### src/rtl/gpu_loader.sv
// Program loader and run controller for the GPU core: streams instruction/data
// words into core RAM, then resets, runs and times the core until it halts.
`timescale 1ns/1ps
module gpu_loader #(
    parameter int          ADDRESS_WIDTH  = 16,
    parameter int unsigned TIMEOUT_CYCLES = 32'h00FF_FFFF
) (
    input  logic                     clock,
    input  logic                     reset,
    input  logic                     in_valid,
    output logic                     in_ready,
    input  logic [31:0]              in_data,
    output logic                     core_reset_n,
    output logic                     core_run,
    input  logic                     core_halted,
    output logic [ADDRESS_WIDTH-1:0] ext_write_address,
    output logic [31:0]              ext_write_data,
    output logic                     ext_enable_write_inst,
    output logic                     ext_enable_write_data,
    output logic                     busy,
    output logic                     done,
    output logic                     error,
    output logic [31:0]              cycle_count,
    output logic [2:0]               dbg_state
);

    // Handshake: a word transfers on a rising edge where in_valid && in_ready.
    typedef enum logic [2:0] {
        S_HEADER     = 3'd0,
        S_LOAD       = 3'd1,
        S_CORE_RESET = 3'd2,
        S_RUN        = 3'd3,
        S_DONE       = 3'd4
    } state_t;

    state_t                   state_q, state_d;
    logic [ADDRESS_WIDTH-1:0] addr_q, addr_d;
    logic                     is_data_q, is_data_d;
    logic [13:0]              remain_q, remain_d;
    logic                     rst_cnt_q, rst_cnt_d;
    logic [31:0]              run_cnt_q, run_cnt_d;
    logic [31:0]              cycle_count_q, cycle_count_d;
    logic                     error_q, error_d;
    logic [ADDRESS_WIDTH-1:0] wr_addr_q, wr_addr_d;
    logic [31:0]              wr_data_q, wr_data_d;
    logic                     wr_inst_q, wr_inst_d;
    logic                     wr_den_q, wr_den_d;
    logic                     core_reset_n_q, core_reset_n_d;
    logic                     accept;
    logic [31:0]              run_next;

    assign accept   = in_valid && in_ready;
    assign run_next = run_cnt_q + 32'd1;

    always_ff @(posedge clock) begin
        if (reset) begin
            state_q        <= S_HEADER;
            addr_q         <= '0;
            is_data_q      <= 1'b0;
            remain_q       <= '0;
            rst_cnt_q      <= 1'b0;
            run_cnt_q      <= '0;
            cycle_count_q  <= '0;
            error_q        <= 1'b0;
            wr_addr_q      <= '0;
            wr_data_q      <= '0;
            wr_inst_q      <= 1'b0;
            wr_den_q       <= 1'b0;
            core_reset_n_q <= 1'b0;
        end else begin
            state_q        <= state_d;
            addr_q         <= addr_d;
            is_data_q      <= is_data_d;
            remain_q       <= remain_d;
            rst_cnt_q      <= rst_cnt_d;
            run_cnt_q      <= run_cnt_d;
            cycle_count_q  <= cycle_count_d;
            error_q        <= error_d;
            wr_addr_q      <= wr_addr_d;
            wr_data_q      <= wr_data_d;
            wr_inst_q      <= wr_inst_d;
            wr_den_q       <= wr_den_d;
            core_reset_n_q <= core_reset_n_d;
        end
    end

    always_comb begin
        state_d       = state_q;
        addr_d        = addr_q;
        is_data_d     = is_data_q;
        remain_d      = remain_q;
        rst_cnt_d     = rst_cnt_q;
        run_cnt_d     = run_cnt_q;
        cycle_count_d = cycle_count_q;
        error_d       = error_q;
        wr_addr_d     = wr_addr_q;
        wr_data_d     = wr_data_q;
        wr_inst_d     = 1'b0;
        wr_den_d      = 1'b0;
        case (state_q)
            S_HEADER: begin
                if (accept) begin
                    case (in_data[31:30])
                        2'b00, 2'b01: begin
                            if (in_data[29:16] != 14'd0) begin
                                addr_d    = ADDRESS_WIDTH'(in_data[15:0]);
                                is_data_d = in_data[30];
                                remain_d  = in_data[29:16];
                                state_d   = S_LOAD;
                            end
                        end
                        2'b10: begin
                            rst_cnt_d = 1'b0;
                            run_cnt_d = '0;
                            state_d   = S_CORE_RESET;
                        end
                        default: error_d = 1'b1;
                    endcase
                end
            end
            S_LOAD: begin
                if (accept) begin
                    wr_addr_d = addr_q;
                    wr_data_d = in_data;
                    wr_inst_d = !is_data_q;
                    wr_den_d  = is_data_q;
                    addr_d    = addr_q + ADDRESS_WIDTH'(4);
                    remain_d  = remain_q - 14'd1;
                    if (remain_q == 14'd1) state_d = S_HEADER;
                end
            end
            S_CORE_RESET: begin
                // core_halted is stale here; the core is clearing it.
                run_cnt_d = '0;
                rst_cnt_d = 1'b1;
                if (rst_cnt_q) state_d = S_RUN;
            end
            S_RUN: begin
                run_cnt_d = run_next;
                if (core_halted) begin
                    cycle_count_d = run_next;
                    state_d       = S_DONE;
                end else if (run_next == TIMEOUT_CYCLES) begin
                    error_d       = 1'b1;
                    cycle_count_d = run_next;
                    state_d       = S_DONE;
                end
            end
            S_DONE:  state_d = S_HEADER;
            default: state_d = S_HEADER;
        endcase
        core_reset_n_d = (state_d != S_CORE_RESET);
    end

    always_comb begin
        in_ready = 1'b0;
        core_run = 1'b0;
        busy     = 1'b1;
        done     = 1'b0;
        case (state_q)
            S_HEADER: begin
                in_ready = !reset;
                busy     = 1'b0;
            end
            S_LOAD:  in_ready = !reset;
            S_RUN:   core_run = 1'b1;
            S_DONE:  done = 1'b1;
            default: ;
        endcase
    end

    assign core_reset_n          = core_reset_n_q;
    assign ext_write_address     = wr_addr_q;
    assign ext_write_data        = wr_data_q;
    assign ext_enable_write_inst = wr_inst_q;
    assign ext_enable_write_data = wr_den_q;
    assign error                 = error_q;
    assign cycle_count           = cycle_count_q;
    assign dbg_state             = state_q;

endmodule

### config.mk
export PLATFORM = sky130hd
export DESIGN_NAME = gpu_loader
export DESIGN_NICKNAME = d
export VERILOG_FILES = /design/src/rtl/gpu_loader.sv
export SDC_FILE = /design/constraint.sdc
export NUM_CORES = 1
export LEC_CHECK = 0
export CORE_MARGIN = 4
export CORE_UTILIZATION = 45
export DETAILED_ROUTE_END_ITERATION = 10
export PLACE_DENSITY_LB_ADDON = 0.05
export SLEW_MARGIN = 10
export SYNTH_ARGS = -nofsm -noshare
export SYNTH_HDL_FRONTEND = slang
export SYNTH_SLANG_ARGS = --single-unit
### constraint.sdc
create_clock -name clock -period 4.35 [get_ports clock]
set_input_delay 1.0875 -clock clock [delete_from_list [all_inputs] [get_ports clock]]
set_output_delay 1.0875 -clock clock [all_outputs]
set_load 0.1 [all_outputs]
* Word-level counts from Yosys, hierarchy flattened *
Cells that the tools add are included.

word-level totals
  logic and storage cells = 93
  flip-flop bits (word level) = 151

operators by class
  bitwise operators = 2
  reduce and logical (&&, ||, !) cells = 22
  eq/ne operators = 17
  muxes and demuxes = 36
  add/sub/neg operators = 3

operator list
  kind                   count
  $mux 32                4
  $pmux 32 s3            1
  $mux 16                4
  $mux 14                4
  $add 32x1->32 const B  1
  $eq 32x24->1 const B   1
  $pmux 16 s2            1
  $pmux 14 s2            1
  $mux 3                 7
  $add 16x3->16 const B  1
  $eq 14x1->1 const B    1
  $reduce_bool 14->1     1
  $sub 14x1->14 const B  1
  $ne 2x2->1 const B     6
  $pmux 3 s4             1
  $mux 1                 10
  $reduce_and 5->1       2
  $reduce_bool 2->1      4
  $eq 3x2->1 const B     2
  $pmux 3 s2             1
  $reduce_and 3->1       2
  $reduce_or 3->1        2
  $ne 2x1->1 const B     2
  $pmux 1 s2             2
  14 further kinds       18

* Longest topological paths before layout *
  depth in word-level cells = 7
  gate-level depth with buffers = 11

* Worst setup path before layout *
OpenSTA, ideal clock, no wires.

  kind = register to output
  start point = reg state_q[2] (netlist: dbg_state[2])
  end point = out done
  path buffers = 1
  arrival time = 3.511 ns
  cell stages (with the launch flop) = 3
  setup slack = -0.248 ns
  data required time = 3.263 ns
  cells stage by stage = dfxtp_1 clkbuf_1 nor3b_1

between the ends
  longest elaborated chain between the ends = 2

RTL lines
  element                 line  text
  start, declared         36    state_t state_q, state_d;
  start signal, assigned  71    state_q <= state_d;
  $eq 3x3->1              160   case (state_q)
  $mux 1                  160
  end, declared           21    output logic done,

Every way passes these cells.

* Final worst setup path *
  start point = reg run_cnt_q[0]
  end point = reg cycle_count_q[30] (netlist: cycle_count[30])

between the ends
  longest elaborated chain between the ends = 4
  elaborated cells on any way between the ends = 6

RTL lines
  element                      line  text
  start, declared              41    logic [31:0] run_cnt_q, run_cnt_d;
  start signal, assigned       76    run_cnt_q <= run_cnt_d;
  $add 32x1->32 *              53    assign run_next = run_cnt_q + 32'd1;
  $eq 32x24->1                 143   end else if (run_next == TIMEOUT_CYCLES) begin
  $reduce_bool 2->1 (no line)  n/a
  $reduce_and 2->1 (no line)   n/a
  end signal, assigned         77    cycle_count_q <= cycle_count_d;
  end, declared                42    logic [31:0] cycle_count_q, cycle_count_d;

Every way passes the cells marked *; elsewhere a longest branch is shown, timed or not. The select of a mux whose other input is x is not followed.
A chain may end at the register's enable or synchronous reset.

==> summary.md <==
| Metric | Value |
|---|---|
| Top FF cell, synth | dfxtp_1 |
| Largest net degree at the start of global routing | 80 |
| Int Power | 2520 uW |
| RSZ-0062 raised after global routing | no |
| P_sw | 842 uW |
| Max_cap viols | 0 |
| Die X | 136 microns |
| Cells after Synth | 953 |
| Htree depth | 4 |
| Clock transition at path regs | 0.06 ns |
| Setup crit start kind | flip-flop |
| Max-slew violations | 0 |
| Area grow syn2layout | 26.4% |
| Final setup fails | 0 |
| Syn nets | 994 |
| Resize count post-CTS | 0 |
| Rows | 46 |
| Hold Vio Cnt, Final | 0 |
| Bufs and invs on worst path | 1 |
| Vias per cell | 5.54 |
| ANT cells | 0 |
| Clock Path Buffers | 2 |
| Min-delay worst type | reg2reg |
| Post-synth top area cell | dfxtp_1 |
| Final design utilization | 58.7% |
| Pwr dens | 358 nW/um^2 |
| Yosys cell types | 60 |
| Synth top area share | 40.7% |
| Most numerous cell in the Yosys netlist | nand2_1 |
| Synth Register Bits | 151 |
| Hold Worst Slack | 0.437 ns |
| Worst path top cell family by delay | simple AND/OR/NAND/NOR gates |
| Setup crit end kind | flip-flop |
| Critical Path RT | 4.69 ns |
| Vias in the first global route | 6554 |
| Register area share after synthesis | 40.7% |
| Routed wire length | 20400 microns |
| Layout cell share with drive strength beyond 1 | 8.13% |
| DIE HEIGHT | 136 microns |
| Commonest cells in the synthesized netlist | 157 x nand2_1, 151 x dfxtp_1, 134 x a21oi_1 |
| Number of flops mapped to enable cells by yosys | 0 |
| DR iter-0 viols | 497 |
| Die ar. | 18600 sq um |
| Ys Warns | 0 |
| Total number of vias | 6989 |
| CP arrival | 3.96 ns |
| Io pins | 127 |
| Leakage | 0.00310 uW |
| Total grt overflow | 0 |
| Clk_skew | 0.00801 ns |
| Clk sink count | 151 |
| Worst-path cell chain | ha_1 -> and3_1 -> nand3_2 -> or3_1 -> a211o_1 -> or4_4 -> o31ai_4 -> buf_4 -> a21oi_1 -> a211oi_2 |
| CORE AREA | 16000 sq um |
| Worst vdd ir | 0.282 mV |
| TritonCTS clock tree | yes |
| Setup CP Type | reg2reg |
| GRT Overall Usage | 22.4% |
| Final Cycle Share | 83.1% |
| Critical Path Fanout Max | 35 |
| Reg power frac | 42.6% |
| Setup TNS | 0 ns |
| Routed wire per std cell | 16.2 microns |
| Final ANT Viol Nets | 0 |
| Sw frac | 25.1% |
| Post-CTS Setup Bufs | 0 |
| Post-CTS Hold Buffers | 0 |
| Status | finished clean |
| Crit path max-delay cell type | or4_4 |
| # DRC | 0 |
| NumNets Final | 1073 |
| Dominant cells by area after synthesis | dfxtp_1 41%, a21oi_1 9.0%, nand2_1 7.9% |
| Clk root buf | clkbuf_16 |
| CP max stage delay | 0.54 ns |
| RD Place Congestion | 0.837 |
| Fin crit period | 3.62 ns |
| F_max | 277 MHz |
| Initial antenna violation count | 0 |
| Avg Inst Size Synth | 7.79 sq um |
| Synthesized area | 7430 sq um |
| Async set-reset flop share out of synthesis | 0% |
| Drt pass-1 iters | 5 |
| Normalized max-slew margin | 29.6% |
| Clk_lat worst skew | 0.43 ns |
| TritonCTS buffer count | 17 |
| Logic pwr share | 9.8% |
| Clock share of power | 47.6% |
| Initial Utilization | 46.4% |
| Hpwl dp | 13500 microns |
| First-pass GRT wire length | 33700 microns |
| Port bufs | 126 |
| Tightest Pin Transition | 1.05 ns |
[cell usage in the layout, fill, tap and decap left out, drive strengths merged, types with 8 or more instances in the layout]
cell type | netlist | layout
nor2 | 72 | 72
nor4 | 10 | 10
a211oi | 36 | 36
a21oi | 134 | 134
nor3 | 25 | 25
or4 | 11 | 11
xnor2 | 14 | 14
and2 | 8 | 8
dfxtp | 151 | 151
buf | 26 | 18
or3 | 14 | 14
a22oi | 16 | 16
xor2 | 11 | 11
o21ai | 62 | 62
nand4 | 12 | 12
clkbuf | 53 | 21
inv | 13 | 13
o21a | 9 | 9
clkdlybuf4s50 | 0 | 121
and3 | 13 | 13
nand2 | 157 | 157
nand3 | 30 | 30
[cell type report]
type | count | area, sq um
Clock buffer | 21 | 470
Clock inverter | 11 | 171
Fill cell | 1562 | 6610
Inverter | 13 | 48.8
Multi-Input combinational cell | 710 | 4010
Sequential cell | 151 | 3020
Tap cell | 216 | 270
Timing Repair Buffer | 139 | 1400
[power groups by stage]
stage                     sequential, uW  combinational [uW]  clock (uW)
final                               1430                 329        1600
after global routing                1430                 360        1690
after CTS                           1430                 330        1640
after detailed placement            1460                 329           0
after global placement              1460                 329           0
after floorplan                     1520                 167           0
[state kept, by name, summed over array words and instances (netlist names)]
register / count
ext_write_address: 16
ext_enable_write_inst: 1
dbg_state: 3
addr_q: 16
error: 1
core_reset_n: 1
is_data_q: 1
ext_write_data: 32
ext_enable_write_data: 1
cycle_count: 32
remain_q: 14
rst_cnt_q: 1
run_cnt_q: 32
[cell families after synthesis]
kind of cell               Yosys count  synth area share (%)
xor gates and xnor gates            25                  2.95
and+or+nand+nor                    379                  24.4
DFF                                151                  40.7
adders and majority gates            5                 0.842
AOI/OAI and AO/OA                  296                  24.7
muxes                                5                 0.674
buffers and inverters               92                  5.66
[per-stage QoR]
step                      setup slack [ns]  cell area, sq um  cells  power, uW
after detailed placement             0.788              8740   1229       1790
after CTS                            0.736              9390   1261       3400
after global routing                 0.474              9390   1261       3490
after global placement               0.810              8740   1229       1790
after floorplan                      0.286              7440    953       1680
final                                0.735              9390   1261       3360
[worst reg2reg max path, stage by stage (launching register included)]
cell      delay, ns
dfxtp_1        0.45
ha_1           0.29
and3_1         0.31
nand3_2        0.24
or3_1          0.38
a211o_1        0.30
or4_4          0.54
o31ai_4        0.23
buf_4          0.38
a21oi_1        0.17
a211oi_2       0.24
[final timing paths]
| kind | startpoint | to | slack, ns | cells after the start |
|---|---|---|---|---|
| max reg2reg | run_cnt_q[0] | cycle_count[30] | 0.73 | 10 |
| max | run_cnt_q[0] | cycle_count[30] | 0.73 | 10 |
| min | is_data_q | ext_enable_write_inst | 0.44 | 1 |
| min reg2reg | is_data_q | ext_enable_write_inst | 0.44 | 1 |
[per-layer routing]
metal	share of wire, %	up-vias	routed length [microns]	GRT usage, %
met5	0	-	0	0
met4	1.3	0	267	6.38
met3	5.2	21	1060	6.03
met2	47	144	9640	35.6
met1	46	3277	9480	29.9
li1	-	3547	-	-
Note: power is estimated with default switching activity, not from simulation.
